$ cat config.mk
export PLATFORM = sky130hd
export DESIGN_NAME = fetch_queue_flat
export DESIGN_NICKNAME = d
export VERILOG_FILES = /design/src/rtl/mips_pkg.sv /design/src/rtl/fetch_queue_if.sv /design/src/rtl/fetch_queue_mem.sv /design/src/rtl/fetch_queue.sv /design/src/flat_wrapper.sv
export SDC_FILE = /design/constraint.sdc
export NUM_CORES = 1
export LEC_CHECK = 0
export CORE_MARGIN = 2
export CORE_UTILIZATION = 59
export CTS_CLUSTER_DIAMETER = 80
export DETAILED_ROUTE_END_ITERATION = 10
export GPL_TIMING_DRIVEN = 0
export PLACE_DENSITY = 0.82
export SYNTH_ARGS = -nofsm -noshare
export SYNTH_HDL_FRONTEND = slang
export SYNTH_SLANG_ARGS = --single-unit
$ cat constraint.sdc
create_clock -name clk -period 6.2 [get_ports clk]
set_input_delay 1.24 -clock clk [delete_from_list [all_inputs] [get_ports clk]]
set_output_delay 1.24 -clock clk [all_outputs]
set_load 0.02 [all_outputs]
$ cat src/rtl/mips_pkg.sv
// Shared MIPS pipeline types and default widths used by the fetch path.
package mips_pkg;

   localparam int MIPS_DATA_W = 32;
   localparam int MIPS_PC_W   = 32;

   typedef logic [MIPS_DATA_W-1:0] instr_t;
   typedef logic [MIPS_PC_W-1:0]   pc_t;

endpackage

$ cat src/rtl/fetch_queue_if.sv
// Push/pop handshake bundle between instruction memory, fetch queue and IF/ID.
interface fetch_queue_if
   import mips_pkg::*;
#(
   parameter int DATA_W = MIPS_DATA_W,
   parameter int PC_W   = MIPS_PC_W
) ();

   logic              push_valid;
   logic              push_ready;
   logic [DATA_W-1:0] push_instr;
   logic [PC_W-1:0]   push_pc4;
   logic              pop_valid;
   logic              pop_ready;
   logic [DATA_W-1:0] pop_instr;
   logic [PC_W-1:0]   pop_pc4;

   modport master (
      output push_valid, push_instr, push_pc4, pop_ready,
      input  push_ready, pop_valid, pop_instr, pop_pc4
   );

   modport slave (
      input  push_valid, push_instr, push_pc4, pop_ready,
      output push_ready, pop_valid, pop_instr, pop_pc4
   );

endinterface

$ cat src/rtl/fetch_queue_mem.sv
// Fetch queue storage: synchronous write, asynchronous read, DEPTH x WIDTH.
module fetch_queue_mem #(
   parameter int DEPTH = 4,
   parameter int WIDTH = 64,
   localparam int AW   = $clog2(DEPTH)
) (
   input  logic             clk,
   input  logic             we,
   input  logic [AW-1:0]    waddr,
   input  logic [WIDTH-1:0] wdata,
   input  logic [AW-1:0]    raddr,
   output logic [WIDTH-1:0] rdata
);

   logic [WIDTH-1:0] mem [DEPTH];

   always_ff @(posedge clk) begin
      if (we) mem[waddr] <= wdata;
   end

   assign rdata = mem[raddr];

endmodule

$ cat src/rtl/fetch_queue.sv
// Instruction fetch queue between imem and IF/ID with flush on redirect.
// Optional same-cycle bypass on an empty queue: define FETCH_QUEUE_BYPASS_EN.
module fetch_queue
   import mips_pkg::*;
#(
   parameter int DATA_W = MIPS_DATA_W,
   parameter int PC_W   = MIPS_PC_W,
   parameter int DEPTH  = 4,
   localparam int PTR_W = $clog2(DEPTH),
   localparam int CNT_W = $clog2(DEPTH+1)
) (
   input  logic               clk,
   input  logic               rst_n,
   input  logic               flush,
   fetch_queue_if.slave       q,
   output logic [CNT_W-1:0]   count
);

   localparam int W = DATA_W + PC_W;

   logic [PTR_W-1:0] rd_ptr, wr_ptr;
   logic [CNT_W-1:0] count_q;
   logic             not_empty;
   logic             pop_mem;
   logic             wr_en;
   logic [W-1:0]     rdata;

   assign not_empty = (count_q != '0);
   // Ready comes from the registered count only, so a full queue never passes through.
   assign q.push_ready = (count_q < CNT_W'(DEPTH));
   assign pop_mem      = not_empty && q.pop_ready;

`ifdef FETCH_QUEUE_BYPASS_EN
   logic byp_avail;
   assign byp_avail = !not_empty && q.push_valid && !flush;
   // A bypassed entry consumed this cycle is never written.
   assign wr_en = q.push_valid && q.push_ready && !flush && !(byp_avail && q.pop_ready);
`else
   assign wr_en = q.push_valid && q.push_ready && !flush;
`endif

   fetch_queue_mem #(
      .DEPTH (DEPTH),
      .WIDTH (W)
   ) u_mem (
      .clk   (clk),
      .we    (wr_en),
      .waddr (wr_ptr),
      .wdata ({q.push_instr, q.push_pc4}),
      .raddr (rd_ptr),
      .rdata (rdata)
   );

   always_comb begin
      q.pop_valid = not_empty;
      q.pop_instr = '0;
      q.pop_pc4   = '0;
      if (not_empty) begin
         q.pop_instr = rdata[W-1:PC_W];
         q.pop_pc4   = rdata[PC_W-1:0];
      end
`ifdef FETCH_QUEUE_BYPASS_EN
      if (byp_avail) begin
         q.pop_valid = 1'b1;
         q.pop_instr = q.push_instr;
         q.pop_pc4   = q.push_pc4;
      end
`endif
   end

   // Pointers wrap naturally because DEPTH is a power of two.
   always_ff @(posedge clk or negedge rst_n) begin
      if (!rst_n) begin
         rd_ptr  <= '0;
         wr_ptr  <= '0;
         count_q <= '0;
      end else if (flush) begin
         rd_ptr  <= '0;
         wr_ptr  <= '0;
         count_q <= '0;
      end else begin
         if (pop_mem) rd_ptr <= rd_ptr + PTR_W'(1);
         if (wr_en)   wr_ptr <= wr_ptr + PTR_W'(1);
         case ({wr_en, pop_mem})
            2'b10:   count_q <= count_q + CNT_W'(1);
            2'b01:   count_q <= count_q - CNT_W'(1);
            default: count_q <= count_q;
         endcase
      end
   end

   assign count = count_q;

endmodule

$ cat src/flat_wrapper.sv
// flat-port wrapper written by rule: the top's interface ports become plain ports
module fetch_queue_flat import mips_pkg::*;
#(
   parameter int DATA_W = MIPS_DATA_W,
   parameter int PC_W   = MIPS_PC_W,
   parameter int DEPTH  = 4,
   localparam int PTR_W = $clog2(DEPTH),
   localparam int CNT_W = $clog2(DEPTH+1)
)
  (clk, rst_n, flush, count, q_push_valid, q_push_instr, q_push_pc4, q_pop_ready, q_push_ready, q_pop_valid, q_pop_instr, q_pop_pc4);
  fetch_queue_if #(.DATA_W(DATA_W), .PC_W(PC_W)) q_i ();
  input  logic clk;
  input  logic rst_n;
  input  logic flush;
  output logic [CNT_W-1:0] count;
  input wire logic [$bits(q_i.push_valid)-1:0] q_push_valid;
  input wire logic [$bits(q_i.push_instr)-1:0] q_push_instr;
  input wire logic [$bits(q_i.push_pc4)-1:0] q_push_pc4;
  input wire logic [$bits(q_i.pop_ready)-1:0] q_pop_ready;
  output wire logic [$bits(q_i.push_ready)-1:0] q_push_ready;
  output wire logic [$bits(q_i.pop_valid)-1:0] q_pop_valid;
  output wire logic [$bits(q_i.pop_instr)-1:0] q_pop_instr;
  output wire logic [$bits(q_i.pop_pc4)-1:0] q_pop_pc4;
  assign q_i.push_valid = q_push_valid;
  assign q_i.push_instr = q_push_instr;
  assign q_i.push_pc4 = q_push_pc4;
  assign q_i.pop_ready = q_pop_ready;
  assign q_push_ready = q_i.push_ready;
  assign q_pop_valid = q_i.pop_valid;
  assign q_pop_instr = q_i.pop_instr;
  assign q_pop_pc4 = q_i.pop_pc4;
  fetch_queue #(.DATA_W(DATA_W), .PC_W(PC_W), .DEPTH(DEPTH)) u_core (.clk(clk), .rst_n(rst_n), .flush(flush), .q(q_i), .count(count));
endmodule
==> run_results.csv <==
group,metric,value,unit
status,run_status,"finished, final reports clean",
timing,finalCritPeriodShare,63.7,%
placed_design,placed_cells,819,
floorplan,start_util,60.8,%
critical_path,data_required_time_at_the_worst_endpoint,4960,ps
timing,worstMarginPinSlew,631,ps
final_layout,non_filler_cells_final,866,
synth,synth_seq_cells,263,
cts,cts_max_level,1,
synth,synth.avg_cell_area,22.1,um2
placed_design,hpwl_detailed,11700,um
placed_design,area_after_detailed_placement,11900,um2
floorplan,placement_rows,47,
final_layout,layout-area-overhead-vs-synth,24.8,%
cts,path_clk_slew,60,ps
timing,holdWs,607,ps
critical_path,setup.worst_path.end_class,"output port",
floorplan,floorplan.io_pins,138,
grt,grtUsageTotal,21.0,%
cts,clkLatencyLatePin,510,ps
placed_design,numPortBuffers,136,
floorplan,die_area,18300,um2
synth,post_synth_most_frequent_cells,"256 x sky130_fd_sc_hd__edfxtp_1, 68 x sky130_fd_sc_hd__and2_1, 64 x sky130_fd_sc_hd__mux4_2",
route,wirelength_routed,18600,um
route,wl_per_cell,21.5,um
synth,yosysMostFrequentCell,"sky130_fd_sc_hd__edfxtp_1",
timing,fmaxAchievable,253,MHz
cts,cts_tree,"yes",
placed_design,routabilityCongestion,0.740,
timing,finalSetupTns,0,ps
grt,maximum_number_of_pins_on_one_net_before_global_route_repair,34,
final_layout,layout.nets,701,
cts,postCtsSetupRepairBufs,0,
cts,cts_sinks,263,
timing,final.setup_skew,7.78,ps
power_and_ir_drop,power,4.31,mW
final_layout,layout.cell_area.non_filler,12700,um2
final_layout,layout-drive-gt1-share,19.7,%
synth,number_of_flops_mapped_to_enable_cells_by_yosys,256,
synth,post_synth_inst_count,459,
critical_path,critPathKind,"flip-flop to output port",
synth,synth.net_count,533,
synth,ys_seq_area_share,77.4,%
synth,yosys.area.top_type,"sky130_fd_sc_hd__edfxtp_1",
power_and_ir_drop,vdd_ir_drop_max,0.285,mV
synth,synth.cell_area,10200,um2
critical_path,timing.critical_path.fanout_max,10,
timing,setup_repair_after_global_routing_missed_its_margin,"no",
route,remaining_drc_errors,0,
floorplan,coreArea,16700,um2
route,vias,4934,
synth,synth_ff_type,"sky130_fd_sc_hd__edfxtp_1",
grt,first_global_vias,5293,
route,drt_iter0_markers,252,
timing,setup_viol,0,
grt,grt_overflow,0,
cts,cts_inserted_buffers,26,
cts,cts-resized-gates,0,
route,dr.pass1.iters,4,
flow_run,max-cap-violations,0,
route,vias_per_cell,5.70,
synth,ys_async_rst_share,2.66,%
cts,cts_root_buf,"sky130_fd_sc_hd__clkbuf_16",
power_and_ir_drop,p_leak,4.11,nW
timing,final_max_slew_viol_count,0,
cts,cts_max_path_buffers,3,
grt,grt_first_pass_wirelength,28800,um
power_and_ir_drop,power_density,340,nW/um2
grt,grt_antenna_before_repair,1,
timing,timing.slew.headroom,57.9,%
critical_path,critical_path_arrival,2710,ps
timing,final_hold_viol_count,0,
synth,synthDistinctLibCells,25,
min_path,class_of_the_tightest_hold_or_removal_check,"flip-flop to flip-flop",
route,antenna_left,0,
synth,yosysTopAreaCellShare,75.7,%
synth,synth.yosys.warnings,0,
cts,cts_hold_buf,0,
timing,period_needed,3950,ps
floorplan,die_width,135,um
synth,synth_top_cells_by_area,"sky130_fd_sc_hd__edfxtp_1 76%, sky130_fd_sc_hd__mux4_2 14%, sky130_fd_sc_hd__and2_1 4.2%",
final_layout,num_antenna_cells,0,
floorplan,die-height,135,um
critical_path,worstSetupStartpointType,"flip-flop",
-- cell type report --
cell class / count / area [um2]
Inverter: 4 / 15.0
Fill cell: 919 / 4030
Sequential cell: 263 / 7860
Clock buffer: 30 / 687
Multi-Input combinational cell: 169 / 2150
Tap cell: 220 / 275
Clock inverter: 17 / 101
Buffer: 23 / 138
Timing Repair Buffer: 140 / 1440
-- metal layers --
metal / part of all wire (%) / global-route usage [%] / vias up
met5: 0.070 / 0 / -
met4: 1.5 / 4.75 / 2
met3: 6.5 / 5.09 / 27
met2: 51 / 36.5 / 162
met1: 41 / 27.3 / 2548
li1: - / - / 2195
-- logic make-up (layout without fill, tap and decap cells) --
kind of cell             Yosys count  count (layout)  synth area share, %
AO/OA/AOI/OAI                      6               6                0.357
adder cells (fa/ha/maj)            5               5                0.690
buffers and inverters             27             214                 1.50
multiplexers                      68              68                 14.6
XOR/XNOR                           5               5                0.431
flip-flops                       263             263                 77.4
AND/OR/NAND/NOR                   85              85                 5.04
-- critical path, stage by stage (launching register included) --
cell and delay (ps):
sky130_fd_sc_hd__dfrtp_1 530, sky130_fd_sc_hd__or3_4 220, sky130_fd_sc_hd__buf_2 230, sky130_fd_sc_hd__clkbuf_1 390, sky130_fd_sc_hd__and2_1 220, sky130_fd_sc_hd__clkdlybuf4s50_1 610
-- layout by cell type (no fill, tap or decap), drive strengths merged, types with 7 or more instances in the layout --
cell type        n
and2            68
buf             20
clkdlybuf4s50  136
dfrtp            7
mux4            64
clkinv          16
nor2             7
edfxtp         256
clkbuf          37
-- per-stage QoR --
stage,setup WS (ps),util (%)
finish,2250,75.9
CTS,2210,75.9
global placement,862,70.6
floorplan,2620,-
global route,2070,75.9
detailed placement,2530,71.2
-- where the power goes --
group | internal, mW | switching (mW) | total (mW)
clock | 0.829 | 0.608 | 1.44
combinational | 0.419 | 0.406 | 0.825
sequential | 2.02 | 0.0231 | 2.05
total | 3.27 | 1.04 | 4.31
-- final timing paths --
check | start | to | slack [ps] | cells past startpoint
min | u_core.wr_ptr[1] | u_core.wr_ptr[1] | 610 | 2
max reg2reg | u_core.count[2] | u_core.count[2] | 3720 | 7
min reg2reg | u_core.wr_ptr[1] | u_core.wr_ptr[1] | 610 | 2
min in group asynchronous | rst_n | u_core.count[2] | 990 | 1
max in group asynchronous | rst_n | u_core.wr_ptr[1] | 4950 | 1
max | u_core.count[0] | q_pop_instr[21] | 2250 | 5
-- sequential cells by signal, indices dropped and copies added, names as in the netlist --
signal,count
u_core.u_mem.mem,256
u_core.count,3
u_core.rd_ptr,2
u_core.wr_ptr,2
Note: power is estimated with default switching activity, not from simulation.
